$ cat config.mk
export PLATFORM = sky130hd
export DESIGN_NAME = z80_cycle_tracker
export DESIGN_NICKNAME = d
export VERILOG_FILES = /design/src/rtl/z80_cycle_tracker.sv
export SDC_FILE = /design/constraint.sdc
export NUM_CORES = 1
export LEC_CHECK = 0
export BUFFER_PORTS_ARGS = -buffer_cell sky130_fd_sc_hd__buf_2
export CELL_PAD_IN_SITES_DETAIL_PLACEMENT = 1
export CELL_PAD_IN_SITES_GLOBAL_PLACEMENT = 1
export CORE_ASPECT_RATIO = 0.8
export CORE_UTILIZATION = 40
export CTS_CLUSTER_DIAMETER = 100
export DETAILED_ROUTE_END_ITERATION = 16
export PLACE_DENSITY = 0.78
export SYNTH_ARGS = -nofsm -noshare
export SYNTH_HDL_FRONTEND = slang
export SYNTH_SLANG_ARGS = --single-unit
$ cat constraint.sdc
create_clock -name clkcpu -period 2.6 [get_ports clkcpu]
set_input_delay 0.39 -clock clkcpu [delete_from_list [all_inputs] [get_ports clkcpu]]
set_output_delay 0.39 -clock clkcpu [all_outputs]
set_load 0.005 [all_outputs]
$ cat src/rtl/z80_cycle_tracker.sv
// Classifies Z80 bus activity into machine cycles, tracks T-states within each
// cycle and within the interrupt frame, and flags interrupts that were never acknowledged.
module z80_cycle_tracker #(
   parameter int FRAME_W = 17
) (
   input  logic               clkcpu,
   input  logic               rst_n,
   input  logic               n_m1,
   input  logic               n_mreq,
   input  logic               n_iorq,
   input  logic               n_rd,
   input  logic               n_wr,
   input  logic               n_rfsh,
   input  logic               n_halt,
   input  logic               n_int,
   input  logic               int_missed_clr,
   output logic [2:0]         cycle_type,
   output logic               cycle_start,
   output logic               intack,
   output logic [2:0]         tstate,
   output logic [FRAME_W-1:0] frame_tstate,
   output logic               halted,
   output logic               int_missed
);

   typedef enum logic [2:0] {
      IDLE    = 3'd0,
      OPFETCH = 3'd1,
      MEMRD   = 3'd2,
      MEMWR   = 3'd3,
      IORD    = 3'd4,
      IOWR    = 3'd5,
      INTACK  = 3'd6,
      REFRESH = 3'd7
   } state_t;

   state_t state, state_nxt;

   logic m1_q, mreq_q, iorq_q, rd_q, wr_q, rfsh_q;
   logic n_int_q, n_int_prev;
   logic seen_ack;
   logic new_cycle, int_fall, int_rise;

   // Active-high registered copies of the strobes; all decoding uses these.
   always_ff @(posedge clkcpu or negedge rst_n) begin
      if (!rst_n) begin
         m1_q       <= 1'b0;
         mreq_q     <= 1'b0;
         iorq_q     <= 1'b0;
         rd_q       <= 1'b0;
         wr_q       <= 1'b0;
         rfsh_q     <= 1'b0;
         halted     <= 1'b0;
         n_int_q    <= 1'b1;
         n_int_prev <= 1'b1;
      end else begin
         m1_q       <= ~n_m1;
         mreq_q     <= ~n_mreq;
         iorq_q     <= ~n_iorq;
         rd_q       <= ~n_rd;
         wr_q       <= ~n_wr;
         rfsh_q     <= ~n_rfsh;
         halted     <= ~n_halt;
         n_int_q    <= n_int;
         n_int_prev <= n_int_q;
      end
   end

   always_comb begin
      state_nxt = IDLE;
      if (m1_q && iorq_q)        state_nxt = INTACK;
      else if (m1_q && mreq_q)   state_nxt = OPFETCH;
      else if (rfsh_q && mreq_q) state_nxt = REFRESH;
      else if (mreq_q && wr_q)   state_nxt = MEMWR;
      else if (mreq_q && rd_q)   state_nxt = MEMRD;
      else if (iorq_q && wr_q)   state_nxt = IOWR;
      else if (iorq_q && rd_q)   state_nxt = IORD;
   end

   assign new_cycle = (state_nxt != IDLE) && (state_nxt != state);
   assign int_fall  = n_int_prev && !n_int_q;
   assign int_rise  = !n_int_prev && n_int_q;

   always_ff @(posedge clkcpu or negedge rst_n) begin
      if (!rst_n) begin
         state       <= IDLE;
         cycle_start <= 1'b0;
         intack      <= 1'b0;
         tstate      <= '0;
      end else begin
         state       <= state_nxt;
         cycle_start <= new_cycle;
         intack      <= new_cycle && (state_nxt == INTACK);
         if (state_nxt == IDLE)
            tstate <= '0;
         else if (new_cycle)
            tstate <= 3'd1;
         else if (tstate != 3'd7)
            tstate <= tstate + 3'd1;
      end
   end

   always_ff @(posedge clkcpu or negedge rst_n) begin
      if (!rst_n) begin
         frame_tstate <= '0;
      end else if (int_fall) begin
         frame_tstate <= '0;
      end else if (frame_tstate != '1) begin
         frame_tstate <= frame_tstate + {{(FRAME_W-1){1'b0}}, 1'b1};
      end
   end

   // A falling edge opens a fresh interrupt period even if intack lands on the same clock.
   always_ff @(posedge clkcpu or negedge rst_n) begin
      if (!rst_n) begin
         seen_ack   <= 1'b0;
         int_missed <= 1'b0;
      end else begin
         if (int_fall)
            seen_ack <= 1'b0;
         else if (intack && !n_int_q)
            seen_ack <= 1'b1;
         if (int_rise && !seen_ack)
            int_missed <= 1'b1;
         else if (int_missed_clr)
            int_missed <= 1'b0;
      end
   end

   assign cycle_type = state;

endmodule

==> impl_results.md <==
- Outcome: finished clean
- Vias: roughly 1300
- Starting Density: 42.5%
- Count of antenna-violating nets left after detailed routing: 0
- Worst-path clk slew: 0.07 ns
- Synthesized area: 1640 um^2
- Clock Latency Late Sink: roughly 0.29 ns
- # H-tree levels: 2
- Global-route wire length before repair: 6510 um
- Pwr Total: 1290 uW
- RePlAce Congestion: 0.811
- Slew HR: 45.7%
- CTS tree: yes
- Slowest CP cell: dfrtp_1
- DR iter-0 viols: 29
- Die W: 73.6 um
- Vias per std cell: 5.04
- Crit start category: register
- R2r setup slk: between 0.06 and 0.07 ns
- Final Critical Period: 2.53 ns
- IO buf count: 37
- Top delay family on crit path: simple AND/OR/NAND/NOR gates
- Crit path capture type: register
- VDD IR max: approximately 500 uV
- Total global-route track usage: about a fifth
- TritonRoute pass-1 iters: 4
- Final Util: 52.7%
- Root Buffer: clkbuf_8
- Synth top area cells: dfrtp_1 (52%), xor2_1 (4.8%), nor2_1 (3.9%)
- Synthesis warning total: 0
- Syn Area/Cell: 10.6 um^2
- Final setup fails: 0
- Cell Count Post-Placement: 245
- Largest net degree at the start of global routing: 37
- Max Buffers Root-to-Sink: 2
- Count of state elements after synthesis: 36
- Slew Limit Fails: 0
- DRC viols: 0
- Seq/Total Area, Yosys: 55.1%
- Crit path kind: reg -> reg
- Final wirelength: between 3000 and 4000 um
- GRT overflow: 0
- # rows: 20
- Total clock sinks: 36
- Fin crit share: 97.3%
- Crit Path Max Fanout: 4
- Worst Path Buf+Inv: 0
- Share of cells above drive strength 1: 29.2%
- Final-layout fill cell count: about 460
- Slowest stage delay, CP: 0.42 ns
- Worst-Margin Slew: 0.814 ns
- Fmax: around 400 MHz
- Critical path cell sequence: ha_2 -> and3_1 -> nand3_1 -> nor2_1 -> ha_1 -> nand4b_1 -> or2_2 -> or3_1 -> a21oi_1
- Vias in the first global route: 1344
- Synthesized Nets: 169
- Boundary Pins: 38
- Hold/Removal Path Class: in -> async
- Hold Fails Final Rpt: 0
- Initial antenna violation count: 0
- Crit path required time: 2.81 ns
- Max Cap Viol: 0
- Die area: roughly 4400 um^2
- Pleak: 0.00102 uW
- Syn-to-layout area delta: 23.8%
- CTS buffer count: 5
- Final cell count without fillers: around 260
- RSZ-0062 raised after global routing: false
- Detail Placement HPWL: 2890 um
- Avg WL per Cell: 15.2 um
- CP Data Arrival Time: approximately 2.7 ns
- PwrDens: approximately 630 nW/um^2
- Syn Inst Count: roughly 150
- Clock Skew: 0.00864 ns
- Synth cell types: 39
- Final net count: 216
- Post-route setup TNS: 0 ns
- Post-synth top area share: roughly half
- Core ar.: 3850 um^2
- Largest area contributor in the netlist: dfrtp_1
- # diodes: 0
- Die Y: 59.3 um
-- worst reg2reg max path, stage by stage, from the launching register on --
cell and delay, ns:
dfrtp_1 0.42, ha_2 0.22, and3_1 0.22, nand3_1 0.09
nor2_1 0.05, ha_1 0.23, nand4b_1 0.33, or2_2 0.40
or3_1 0.32, a21oi_1 0.16
-- final cells by class --
class / instances / area [um^2] / area share [%]
flip-flops and latches: 36 / 903 / 44.5
repair buffers: 43 / 230 / 11.3
inverters: 14 / 52.6 / 2.59
well taps: 55 / 68.8 / 3.39
multi-input cells: 101 / 684 / 33.7
clock buffers: 8 / 90.1 / 4.44
-- cells in the mapped netlist (all sizes together) --
cell type,count
ha,4
o32a,1
nor2b,3
inv,14
xor2,9
o21a,1
o31ai,1
or4b,1
nand3b,1
nand4b,1
nor2,17
nand2b,2
o211ai,1
nand4,3
and2,1
a31o,1
nor4,4
dfrtp,34
o211a,1
a21oi,9
clkbuf,3
nand3,5
xnor2,4
o311a,1
or2,1
mux2i,6
o32ai,1
dfstp,2
or3,3
o21ai,3
or4,2
a31oi,1
nand2,6
and3,2
nor3,5
-- flip-flops by register name (all words and copies together), names as in the netlist --
| signal | cells |
|---|---|
| frame_tstate | 17 |
| cycle_type | 3 |
| tstate | 3 |
| cycle_start | 1 |
| halted | 1 |
| int_missed | 1 |
| intack | 1 |
| iorq_q | 1 |
| m1_q | 1 |
| mreq_q | 1 |
| n_int_prev | 1 |
| n_int_q | 1 |
| rd_q | 1 |
| rfsh_q | 1 |
| seen_ack | 1 |
| wr_q | 1 |
-- repair_timing --
action / in CTS / in global routing
hold buffers: 0 / 0
resized for setup: 0 / 3
setup buffers: 0 / 4
endpoints found under the setup margin: 0 / 5
-- power by group --
part,leakage (uW),total [uW],internal (uW),switching [uW]
sequential,0.000459,655,605,50.6
clock,0.0000455,413,216,196
combinational,0.000517,219,109,110
total,0.00102,1290,930,357
-- routing by layer --
layer	share of wire [%]	track usage [%]	vias up
met4	1.9	7.97	0
met5	0	0	-
met1	46	25.8	637
met2	48	33.2	29
li1	-	-	622
met3	3.4	5.44	7
-- logic make-up after synthesis --
| family | synth area share, % |
|---|---|
| mux | 3.66 |
| fa+ha+maj | 3.05 |
| xor+xnor | 6.95 |
| flops | 55.1 |
| compound gates | 8.32 |
| buf+inv | 3.97 |
| simple gates | 18.9 |
-- final timing paths --
kind,from,to,cells after the start
max,frame_tstate[1],frame_tstate[15],9
min in group clkcpu,n_int,n_int_q,1
max reg2reg,frame_tstate[1],frame_tstate[15],9
max in group asynchronous,rst_n,tstate[2],1
min reg2reg,n_int_q,n_int_prev,0
min,rst_n,rd_q,1
-- through the flow --
step           setup slack (ns)  hold slack, ns  cell area, um^2
6_report                 0.0694           0.195             2030
2_1_floorplan             0.173          0.0944             1640
4_1_cts                  0.0224           0.195             1990
3_3_place_gp              0.229           0.376             1900
3_5_place_dp             0.0422           0.382             1900
5_1_grt                0.000365           0.195             2030
-- cells in the final DEF, fill, tap and decap left out, types with 4 or more instances in the layout --
cell type and n:
xor2_1 9, clkbuf_8 6, nand2_1 6, a21oi_1 9
xnor2_1 4, buf_2 37, buf_4 6, nor3_1 5
inv_1 14, nand3_1 5, dfrtp_1 34, nor2_1 17
mux2i_1 6
Power figures use the tool's default switching activity.
